$ cat src/rtl/uart_rx_if.sv
// Serial RX bundle: line input and rate select in, received byte and status out.
// The bench drives through master; the receiver consumes through slave.
interface uart_rx_if;
    logic [1:0] baud_sel;
    logic       DataIn;
    logic [7:0] rx_data;
    logic       rx_valid;
    logic       frame_err;
    logic       rx_busy;

    modport master (
        output baud_sel,
        output DataIn,
        input  rx_data,
        input  rx_valid,
        input  frame_err,
        input  rx_busy
    );

    modport slave (
        input  baud_sel,
        input  DataIn,
        output rx_data,
        output rx_valid,
        output frame_err,
        output rx_busy
    );
endinterface

$ cat src/rtl/uart_rx_baudsel.sv
// 8N1 UART receiver with selectable baud rate, mid-bit sampling,
// start-glitch rejection and framing-error detection.
module uart_rx_baudsel #(
    parameter int CLK_HZ = 50_000_000,
    parameter int CNT_W  = 13
) (
    input  logic      src_clk,
    input  logic      rst_n,
    uart_rx_if.slave  rx
);

    localparam logic [CNT_W-1:0] DIV0 = CNT_W'(CLK_HZ / 115200);
    localparam logic [CNT_W-1:0] DIV1 = CNT_W'(CLK_HZ / 57600);
    localparam logic [CNT_W-1:0] DIV2 = CNT_W'(CLK_HZ / 19200);
    localparam logic [CNT_W-1:0] DIV3 = CNT_W'(CLK_HZ / 9600);
    localparam logic [CNT_W-1:0] ONE  = CNT_W'(1);

    typedef enum logic [2:0] {
        IDLE,
        START,
        DATA,
        STOP,
        WAIT_HI
    } state_t;

    state_t           state, stateN;
    logic             sync1, rxs;
    logic [CNT_W-1:0] cnt, cntN;
    logic [CNT_W-1:0] divQ, divQN, divSel;
    logic [2:0]       idx, idxN;
    logic [7:0]       shreg, shregN;
    logic [7:0]       dataQ, dataN;
    logic             validQ, validN;
    logic             ferrQ, ferrN;
    logic             busyQ, busyN;

    always_comb begin
        divSel = DIV0;
        unique case (rx.baud_sel)
            2'b00: divSel = DIV0;
            2'b01: divSel = DIV1;
            2'b10: divSel = DIV2;
            2'b11: divSel = DIV3;
        endcase
    end

    always_comb begin
        stateN = state;
        cntN   = cnt;
        divQN  = divQ;
        idxN   = idx;
        shregN = shreg;
        dataN  = dataQ;
        validN = 1'b0;
        ferrN  = 1'b0;
        busyN  = busyQ;
        unique case (state)
            IDLE: begin
                cntN = '0;
                if (!rxs) begin
                    divQN  = divSel;
                    cntN   = (divSel >> 1) - ONE;
                    busyN  = 1'b1;
                    stateN = START;
                end
            end
            START: begin
                if (cnt != '0) begin
                    cntN = cnt - ONE;
                end else if (!rxs) begin
                    cntN   = divQ - ONE;
                    idxN   = '0;
                    stateN = DATA;
                end else begin
                    // line went back high before mid-start: treat as noise
                    busyN  = 1'b0;
                    stateN = IDLE;
                end
            end
            DATA: begin
                if (cnt != '0) begin
                    cntN = cnt - ONE;
                end else begin
                    shregN[idx] = rxs;
                    cntN        = divQ - ONE;
                    if (idx == 3'd7) stateN = STOP;
                    else idxN = idx + 3'd1;
                end
            end
            STOP: begin
                if (cnt != '0) begin
                    cntN = cnt - ONE;
                end else begin
                    cntN = '0;
                    if (rxs) begin
                        dataN  = shreg;
                        validN = 1'b1;
                        busyN  = 1'b0;
                        stateN = IDLE;
                    end else begin
                        ferrN  = 1'b1;
                        stateN = WAIT_HI;
                    end
                end
            end
            WAIT_HI: begin
                // a break must end before a new start edge can count
                cntN = '0;
                if (rxs) begin
                    busyN  = 1'b0;
                    stateN = IDLE;
                end
            end
            default: stateN = IDLE;
        endcase
    end

    always_ff @(posedge src_clk or negedge rst_n) begin
        if (!rst_n) begin
            sync1  <= 1'b1;
            rxs    <= 1'b1;
            state  <= IDLE;
            cnt    <= '0;
            divQ   <= '0;
            idx    <= '0;
            shreg  <= '0;
            dataQ  <= 8'h00;
            validQ <= 1'b0;
            ferrQ  <= 1'b0;
            busyQ  <= 1'b0;
        end else begin
            sync1  <= rx.DataIn;
            rxs    <= sync1;
            state  <= stateN;
            cnt    <= cntN;
            divQ   <= divQN;
            idx    <= idxN;
            shreg  <= shregN;
            dataQ  <= dataN;
            validQ <= validN;
            ferrQ  <= ferrN;
            busyQ  <= busyN;
        end
    end

    assign rx.rx_data   = dataQ;
    assign rx.rx_valid  = validQ;
    assign rx.frame_err = ferrQ;
    assign rx.rx_busy   = busyQ;

endmodule

$ cat src/flat_wrapper.sv
// flat-port wrapper written by rule: the top's interface ports become plain ports
module uart_rx_baudsel_flat 
#(
    parameter int CLK_HZ = 50_000_000,
    parameter int CNT_W  = 13
)
  (src_clk, rst_n, rx_baud_sel, rx_DataIn, rx_rx_data, rx_rx_valid, rx_frame_err, rx_rx_busy);
  uart_rx_if rx_i ();
  input  logic src_clk;
  input  logic rst_n;
  input wire logic [$bits(rx_i.baud_sel)-1:0] rx_baud_sel;
  input wire logic [$bits(rx_i.DataIn)-1:0] rx_DataIn;
  output wire logic [$bits(rx_i.rx_data)-1:0] rx_rx_data;
  output wire logic [$bits(rx_i.rx_valid)-1:0] rx_rx_valid;
  output wire logic [$bits(rx_i.frame_err)-1:0] rx_frame_err;
  output wire logic [$bits(rx_i.rx_busy)-1:0] rx_rx_busy;
  assign rx_i.baud_sel = rx_baud_sel;
  assign rx_i.DataIn = rx_DataIn;
  assign rx_rx_data = rx_i.rx_data;
  assign rx_rx_valid = rx_i.rx_valid;
  assign rx_frame_err = rx_i.frame_err;
  assign rx_rx_busy = rx_i.rx_busy;
  uart_rx_baudsel #(.CLK_HZ(CLK_HZ), .CNT_W(CNT_W)) u_core (.src_clk(src_clk), .rst_n(rst_n), .rx(rx_i));
endmodule
$ cat config.mk
export PLATFORM = sky130hd
export DESIGN_NAME = uart_rx_baudsel_flat
export DESIGN_NICKNAME = d
export VERILOG_FILES = /design/src/rtl/uart_rx_if.sv /design/src/rtl/uart_rx_baudsel.sv /design/src/flat_wrapper.sv
export SDC_FILE = /design/constraint.sdc
export NUM_CORES = 1
export LEC_CHECK = 0
export ABC_AREA = 1
export CAP_MARGIN = 20
export CORE_ASPECT_RATIO = 0.5
export CORE_UTILIZATION = 50
export CTS_BUF_LIST = sky130_fd_sc_hd__clkbuf_2
export DETAILED_ROUTE_END_ITERATION = 16
export GPL_ROUTABILITY_DRIVEN = 0
export MAX_ROUTING_LAYER = met4
export PLACE_DENSITY = 0.71
export SLEW_MARGIN = 20
export SYNTH_ARGS = -nofsm -noshare
export SYNTH_HDL_FRONTEND = slang
export SYNTH_SLANG_ARGS = --single-unit
$ cat constraint.sdc
create_clock -name src_clk -period 1.6 [get_ports src_clk]
set_input_delay 0.48 -clock src_clk [delete_from_list [all_inputs] [get_ports src_clk]]
set_output_delay 0.48 -clock src_clk [all_outputs]
set_load 0.005 [all_outputs]
==> run_results.csv, run 1 <==
group,metric,value,unit
timing,fin_skew,14.1,ps
grt,antenna_found_initial,0,
finish,drive_above_1_share,0.315,
timing,setup_viol,25,
yosys,synthTopCellsByArea,"dfrtp_1, nand2_1, nor2_1, nand3_1, inv_1",
timing,worstMarginPinSlew,428,ps
placed_design,dp_hpwl,5570,um
run_status,status,"finished, violations left",
finish,syn_to_final_growth,32.5,%
die,die_w,112,um
yosys,yosys_warnings,0,
worst_setup_path,endpoint_kind,"register",
cts,cts.sinks,49,
cts,cts_buffers,5,
worst_setup_path,critical_path_class,"reg2reg",
detailed_routing,drtIter0Drc,153,
worst_setup_path,critPathArrivalTime,2040,ps
yosys,ys_async_sr_fraction,1.00,
finish,multiInputGateArea,1700,sq um
power,p_leak,2.06,nW
timing,timing.final.ws_setup,-73.7,ps
grt,first_global_vias,2804,
detailed_routing,vias_per_cell,5.30,
detailed_routing,routedWlPerCell,13.8,um
yosys,ys_seq_area_frac,0.407,
yosys,synth_top_area_frac,0.390,
detailed_routing,route.vias.total,3050,
yosys,ys_types,30,
yosys,ys.flop_type,"dfrtp_1",
timing,final.period_utilization,1.05,
cts,cts_buffer_depth,2,
power,p_per_area,1410,nW/um^2
grt,grt_pass1_wl,12600,um
yosys,yosys.area.top_type,"dfrtp_1",
cts,clk_latency,450,ps
timing,relSlewSlack,0.714,
timing,timing_max_transition_violations_final,0,
cts,root_buffer,"clkbuf_2",
placed_design,io_buffers,15,
worst_setup_path,cp.required,1970,ps
finish,regArea,1230,sq um
grt,track_usage,0.262,
cts,clk_pin_slew,280,ps
power,total_power,5.63,mW
detailed_routing,ant_nets,0,
timing,rsz0062_at_grt,"true",
die,coreArea,5630,sq um
worst_setup_path,start_kind,"register",
die,dieHeight,56.9,um
die,io_pins,16,
cts,cts_tree,"built",
detailed_routing,routed_wl,7950,um
yosys,synthTopCellsByCount,"nand2_1, nor2_1, dfrtp_1",
worst_hold_path,hold_path.class,"reg2reg",
yosys,syn-cell-area,3020,sq um
yosys,synth-edff-count,0,
timing,layout_min_cycle_time,1670,ps
finish,fin_nets,518,
finish,diodes,0,
grt,grt_max_degree,50,
yosys,syn_nets,435,
die,die_area,6360,sq um
power,ir_drop,680,uV
detailed_routing,drtPass1Iterations,12,
die,start_util,0.535,
grt,globalRouteOverflowTotal,0,
timing,holdWs,387,ps
finish,n_fill_cell,456,
timing,hold_viol,0,
cts,cts_max_level,2,
run_status,violations,"design-rule violations, negative setup slack",
timing,fin_tns_setup,-1050,ps
yosys,synth_most_common_cell,"nand2_1",
worst_setup_path,cp_max_fo,4,
yosys,postSynthAreaPerCell,7.21,sq um
flow_run,max-cap-violations,0,
yosys,syn_inst,418,
detailed_routing,drcViolationCount,2,
die,num_rows,19,
yosys,ys_ff_latch,49,
timing,max_freq,597,MHz
[worst max-delay path, stage by stage (launching register included)]
cell and delay [ps]:
dfrtp_1 490, inv_1 100, nand2_1 100, nor2_1 160, nand2_2 110, nor2_4 120
buf_4 140, buf_4 130, nand3_2 80, nand2_2 90, o21ai_1 70
[flip-flops by register name, summed over array words and instances, names as in the netlist, 3 cells and up]
signal	count
u_core.shreg	8
u_core.idx	3
u_core.divQ	9
u_core.cnt	13
u_core.state	3
u_core.rx.rx_data	8
[path summary, 6_finish.rpt]
| kind | from | end | slack [ps] | cells after the start |
|---|---|---|---|---|
| worst max-delay path | u_core.cnt[4] | u_core.shreg[2] | -70 | 10 |
| worst min-delay path | u_core.sync1 | u_core.rxs | 390 | 0 |
| worst max register to register | u_core.cnt[4] | u_core.shreg[2] | -70 | 10 |
| worst min register to register | u_core.sync1 | u_core.rxs | 390 | 0 |
| max in group asynchronous | rst_n | u_core.rxs | 820 | 3 |
| min in group asynchronous | rst_n | u_core.divQ[10] | 510 | 3 |
[cells by family after synthesis]
kind of cell,count (synthesis),synth area share
flip-flops,49,0.407
AO/OA/AOI/OAI,44,0.0764
AND/OR/NAND/NOR,247,0.362
XOR/XNOR,6,0.0174
adder cells (fa/ha/maj),12,0.0498
buffers and inverters,60,0.0867
[area by class of cell]
type                       count  share of cell area
inverter                      52              0.0498
sequential                    49               0.308
clock buffer                   5             0.00626
multi-input combinational    309               0.426
clock inverter                 3              0.0116
timing repair buffer          84               0.175
tap                           73              0.0229
[through the flow]
step	area (sq um)	instances	util	worst slack (ps)
floorplan	3020	418	-	20.9
global placement	3590	547	0.637	-434
detailed placement	3590	547	0.637	-523
CTS	3810	564	0.676	-52.1
global route	4000	575	0.709	-135
finish	4000	575	0.709	-73.7
[metal layers]
metal | up-vias | wire, um | global-route usage
li1 | 1476 | - | -
met1 | 1441 | 3420 | 0.329
met2 | 113 | 3820 | 0.431
met3 | 20 | 537 | 0.0454
met4 | 0 | 175 | 0.0965
met5 | - | 0 | -
[placed cells by master (no fill, tap or decap), types with 3 or more instances in the layout]
cell type,netlist,layout
nand2_2,5,11
nand4_1,4,4
o21ai_1,4,8
buf_4,1,58
nor2_1,64,50
xor2_1,6,6
nand2_4,3,4
ha_1,12,9
buf_6,4,6
nand3_1,42,35
o21ai_0,24,19
dfrtp_1,47,46
nor2_2,6,18
nand3_2,3,7
nand3_4,0,3
a21oi_1,12,7
buf_12,0,3
clkbuf_2,0,13
inv_2,7,8
inv_1,44,42
a21oi_2,1,6
nand2_1,113,106
nor2_4,3,5
[report_power, final]
part           internal, mW  switching, mW  leakage [nW]
Clock                 0.266          0.443        0.0392
Sequential             1.55          0.290         0.634
Combinational          1.29           1.79          1.38
[timing repair]
item | 4_1_cts | 5_1_grt
gates cloned | 0 | 1
gates resized for setup | 48 | 48
hold endpoints to repair | 47 | 0
pin swaps | 12 | 16
setup buffers | 8 | 10
hold buffers | 1 | 0
setup endpoints to repair | 42 | 44
No activity file was read; power rests on OpenSTA's default activity.
==> inputs of run 2 (changes only) <==
--- a/config.mk
+++ b/config.mk
@@ -9,9 +9,9 @@
 export CAP_MARGIN = 20
 export CORE_ASPECT_RATIO = 0.5
 export CORE_UTILIZATION = 50
-export CTS_BUF_LIST = sky130_fd_sc_hd__clkbuf_2
 export DETAILED_ROUTE_END_ITERATION = 16
 export GPL_ROUTABILITY_DRIVEN = 0
+export HOLD_SLACK_MARGIN = 0.15
 export MAX_ROUTING_LAYER = met4
 export PLACE_DENSITY = 0.71
 export SLEW_MARGIN = 20
==> run_results.csv, run 2 (synthesis results as in run 1) <==
group,metric,value,unit
run_status,status,"finished, violations left",
run_status,violations,"design-rule violations, negative setup slack",
worst_setup_path,cp.required,1790,ps
grt,first_global_vias,2866,
cts,root_buffer,"clkbuf_16",
finish,fin_nets,512,
die,num_rows,19,
placed_design,dp_cells,547,
detailed_routing,route.vias.total,3044,
timing,final.period_utilization,1.04,
power,ir_drop,755,uV
worst_hold_path,hold_path.class,"in2async",
die,coreArea,5630,sq um
timing,relSlewSlack,0.670,
detailed_routing,routedWlPerCell,14.4,um
finish,mostFrequentLayoutCell,"nand2_1",
worst_setup_path,critPathArrivalTime,1840,ps
timing,layout_min_cycle_time,1660,ps
timing,fin_skew,4.17,ps
worst_setup_path,regToRegEndpoint,"u_core.cnt[12]",
detailed_routing,routed_wl,8220,um
power,p_leak,2.09,nW
detailed_routing,drtPass1Iterations,11,
finish,largest_reg_flops,13,
worst_setup_path,crit_buf_inv,2,
timing,timing.final.ws_setup,-57.8,ps
cts,hold_buffers,0,
grt,grt_max_degree,50,
finish,n_fill_cell,410,
power,p_per_area,1470,nW/um^2
die,dieHeight,56.9,um
die,die_area,6360,sq um
grt,antenna_found_initial,0,
worst_setup_path,path_cells,"inv_2, ha_4, nand2_2, nor2_2, nand2_2, nor2_4, buf_8, nand3_4, nand3_2, nand2_1, nand2_1, nand2_1",
worst_setup_path,startpoint,"u_core.cnt[0]",
timing,fin_tns_setup,-438,ps
worst_setup_path,worst-path-stages,12,
timing,setup_viol,19,
timing,hold_viol,0,
timing,timing_max_transition_violations_final,0,
finish,syn_to_final_growth,38.1,%
worst_setup_path,crit_path_max_incr_delay,390,ps
finish,top_register,"u_core.cnt",
worst_setup_path,r2r-start,"u_core.cnt[0]",
timing,holdWs,163,ps
finish,drive_above_1_share,0.323,
finish,mostFrequentLayoutCells,"nand2_1, buf_4, nor2_1, dfrtp_1, inv_1",
die,io_pins,16,
worst_setup_path,slowest_stage,"dfrtp_1",
finish,stdcell_count,569,
cts,cts_tree,"built",
detailed_routing,vias_per_cell,5.35,
finish,reg.largest.list,"u_core.cnt: 13 flops, u_core.divQ: 9 flops",
placed_design,io_buffers,15,
die,die_w,112,um
cts,cts_buffers,5,
worst_setup_path,cp_max_fo,8,
cts,cts_max_level,2,
timing,rsz0062_at_grt,"true",
flow_run,max-cap-violations,0,
cts,cts_buffer_depth,2,
worst_setup_path,endpoint_kind,"register",
worst_setup_path,cp_common_cell,"nand2_1",
timing,max_freq,603,MHz
worst_setup_path,start_kind,"register",
worst_setup_path,path_delay_family,"simple AND/OR/NAND/NOR gates",
placed_design,placed_cell_area,3590,sq um
worst_setup_path,critical_path_class,"reg2reg",
detailed_routing,drcViolationCount,1,
die,start_util,0.535,
grt,globalRouteOverflowTotal,0,
finish,design_area,4170,sq um
worst_setup_path,regToRegSetupSlack,-60,ps
placed_design,dp_hpwl,5570,um
grt,grt_pass1_wl,12800,um
detailed_routing,drtIter0Drc,235,
cts,clk_pin_slew,70,ps
cts,cts.sinks,49,
grt,track_usage,0.265,
worst_setup_path,r2r_cells,12,
finish,diodes,0,
timing,worstMarginPinSlew,494,ps
cts,clk_latency,290,ps
worst_setup_path,endpoint,"u_core.cnt[12]",
detailed_routing,ant_nets,0,
[run 2: where the power goes]
| group | switching, mW | internal, mW |
|---|---|---|
| sequential | 0.296 | 1.55 |
| clock | 0.494 | 0.741 |
| combinational | 1.79 | 1.25 |
| total | 2.58 | 3.54 |
[run 2: layer usage]
layer,up-vias,part of all wire,track usage
met5,-,0,-
met4,0,0.019,0.0907
met3,16,0.059,0.0497
met2,108,0.50,0.445
met1,1448,0.42,0.326
li1,1472,-,-
[run 2: worst min-delay path by stage]
stage | start | to | slack (ps) | cells past startpoint
after floorplan | rst_n | u_core.cnt[0] | 180 | 0
after CTS | rst_n | u_core.rx.rx_data[1] | 180 | 2
final | rst_n | u_core.rx.rx_data[1] | 160 | 2
after global routing | rst_n | u_core.rx.rx_data[1] | 200 | 2
after detailed placement | u_core.sync1 | u_core.rxs | 350 | 0
after global placement | u_core.sync1 | u_core.rxs | 350 | 0
[run 2: what timing repair did]
action,4_1_cts,5_1_grt
pin swaps,17,29
resized for setup,36,65
endpoints found under the setup margin,42,36
buffers inserted,9,5
[run 2: metrics by stage]
step           setup slack, ps  power, mW  utilization
5_1_grt                   -105       6.49        0.739
6_report                 -57.8       6.12        0.739
2_1_floorplan             20.9       3.51            -
3_3_place_gp              -434       4.30        0.637
4_1_cts                  -45.8       5.79        0.692
3_5_place_dp              -523       4.39        0.637
[run 2: area by class of cell]
class / count / area [sq um] / share of cell area
Sequential cell: 49 / 1230 / 0.295
Clock buffer: 5 / 125 / 0.0300
Timing Repair Buffer: 78 / 681 / 0.163
Tap cell: 73 / 91.3 / 0.0219
Multi-Input combinational cell: 309 / 1790 / 0.430
Inverter: 52 / 200 / 0.0481
Clock inverter: 3 / 46.3 / 0.0111
==> inputs of run 3 (changes only) <==
--- a/config.mk
+++ b/config.mk
@@ -7,14 +7,15 @@
 export LEC_CHECK = 0
 export ABC_AREA = 1
 export CAP_MARGIN = 20
+export CELL_PAD_IN_SITES_DETAIL_PLACEMENT = 0
+export CELL_PAD_IN_SITES_GLOBAL_PLACEMENT = 1
 export CORE_ASPECT_RATIO = 0.5
-export CORE_UTILIZATION = 50
+export CORE_UTILIZATION = 44
 export DETAILED_ROUTE_END_ITERATION = 16
 export GPL_ROUTABILITY_DRIVEN = 0
 export HOLD_SLACK_MARGIN = 0.15
 export MAX_ROUTING_LAYER = met4
-export PLACE_DENSITY = 0.71
-export SLEW_MARGIN = 20
+export PLACE_DENSITY_LB_ADDON = 0.1
 export SYNTH_ARGS = -nofsm -noshare
 export SYNTH_HDL_FRONTEND = slang
 export SYNTH_SLANG_ARGS = --single-unit
==> constraint.sdc (replaced) <==
create_clock -name src_clk -period 1.9 [get_ports src_clk]
set_input_delay 0.57 -clock src_clk [delete_from_list [all_inputs] [get_ports src_clk]]
set_output_delay 0.57 -clock src_clk [all_outputs]
set_load 0.005 [all_outputs]
==> run_results.csv, run 3 (synthesis results as in run 1) <==
group,metric,value,unit
placed_design,dp_hpwl,5710,um
detailed_routing,ant_nets,0,
finish,drive_above_1_share,0.167,
detailed_routing,vias_per_cell,5.00,
flow_run,max-cap-violations,0,
placed_design,io_buffers,15,
cts,root_buffer,"clkbuf_16",
cts,clk_pin_slew,70,ps
worst_setup_path,slowest_stage,"dfrtp_1",
cts,cts_max_level,2,
detailed_routing,drtPass1Iterations,5,
worst_setup_path,start_kind,"register",
timing,fin_tns_setup,0,ps
finish,fin_nets,476,
cts,cts_buffer_depth,2,
timing,setup_viol,0,
finish,reg.largest.list,"u_core.cnt: 13 flops, u_core.divQ: 9 flops",
timing,worstMarginPinSlew,489,ps
die,die_w,119,um
finish,design_area,3630,sq um
power,p_per_area,1220,nW/um^2
timing,max_freq,573,MHz
worst_setup_path,endpoint,"u_core.cnt[12]",
worst_setup_path,critical_path_class,"reg2reg",
detailed_routing,route.vias.total,2738,
grt,globalRouteOverflowTotal,0,
grt,first_global_vias,2603,
finish,mostFrequentLayoutCell,"nand2_1",
power,ir_drop,513,uV
timing,fin_skew,4.95,ps
worst_setup_path,r2r-start,"u_core.cnt[1]",
detailed_routing,drcViolationCount,0,
grt,track_usage,0.233,
power,total_power,4.44,mW
cts,cts.sinks,49,
placed_design,placed_cell_area,3420,sq um
timing,rsz0062_at_grt,"false",
grt,grt_max_degree,23,
die,coreArea,6330,sq um
worst_setup_path,critPathArrivalTime,1930,ps
detailed_routing,routed_wl,7390,um
worst_setup_path,startpoint,"u_core.cnt[1]",
finish,largest_reg_flops,13,
cts,cts_tree,"built",
placed_design,place_ws,-327,ps
timing,relSlewSlack,0.674,
grt,grt_pass1_wl,12400,um
grt,antenna_found_initial,0,
power,p_leak,1.83,nW
worst_setup_path,r2r_cells,12,
finish,mostFrequentLayoutCells,"nand2_1, nor2_1, dfrtp_1, inv_1, nand3_1",
run_status,status,"completed",
worst_setup_path,cp.required,2090,ps
worst_setup_path,regToRegSetupSlack,150,ps
detailed_routing,drtIter0Drc,197,
worst_setup_path,crit_path_max_incr_delay,390,ps
worst_setup_path,endpoint_kind,"register",
die,io_pins,16,
worst_setup_path,cp_max_fo,9,
timing,layout_min_cycle_time,1750,ps
timing,timing_max_transition_violations_final,0,
die,num_rows,20,
worst_setup_path,cp_common_cell,"nand2_1",
worst_setup_path,path_cells,"inv_1, ha_4, nand2_1, nor2_2, nand2_2, nor2_4, buf_12, nand3_1, nand3_1, nand2_1, nand2_1, nand2_1",
die,start_util,0.476,
finish,syn_to_final_growth,20.5,%
timing,timing.final.ws_setup,154,ps
cts,cts_buffers,5,
worst_hold_path,hold_path.class,"in2async",
timing,hold_viol,0,
die,dieHeight,60.5,um
finish,diodes,0,
die,die_area,7210,sq um
detailed_routing,routedWlPerCell,13.5,um
finish,top_register,"u_core.cnt",
worst_setup_path,regToRegEndpoint,"u_core.cnt[12]",
cts,clk_latency,290,ps
timing,final.period_utilization,0.919,
## run 3: layout make-up
cell class / instances / area [sq um]
fill: 595 / 2700
inverter: 52 / 198
timing repair buffer: 42 / 382
tap: 88 / 110
sequential: 49 / 1230
clock buffer: 5 / 125
clock inverter: 3 / 21.3
multi-input combinational: 309 / 1570
## run 3: how the worst min path moves through the flow
stage	startpoint	to	slack, ps	depth (start not counted)
final	rst_n	u_core.idx[1]	230	1
after global routing	rst_n	u_core.idx[0]	280	1
after CTS	rst_n	u_core.idx[1]	250	1
after detailed placement	u_core.sync1	u_core.rxs	350	0
after global placement	u_core.sync1	u_core.rxs	350	0
after floorplan	rst_n	u_core.cnt[0]	270	0
## run 3: metrics by stage
step	utilization	hold WS [ps]	instances
after detailed placement	0.541	349	539
after floorplan	-	274	418
final	0.574	232	548
after global placement	0.541	345	539
after CTS	0.564	252	547
after global routing	0.574	281	548
## run 3: routing by layer
metal	wire length, um	track usage
met2	3270	0.377
met3	489	0.0536
met4	109	0.0687
met1	3520	0.297
met5	0	-
## run 3: report_power, final
part / internal [mW] / leakage (nW) / switching (mW)
clock network: 0.491 / 0.0702 / 0.417
registers: 1.31 / 0.636 / 0.296
logic: 0.739 / 1.13 / 1.19
## run 3: worst max-delay path, delay by kind of cell (launching register included)
family                     cells  cell delay (ps)
and+or+nand+nor                9              830
adders and majority gates      1              160
buffers and inverters          2              260
DFF                            1              390
## run 3: what timing repair did
item / in CTS / in global routing
setup buffers: 0 / 1
gates cloned: 0 / 0
endpoints found under the setup margin: 1 / 23
pin swaps: 0 / 3
hold buffers: 0 / 0
resized for setup: 1 / 16
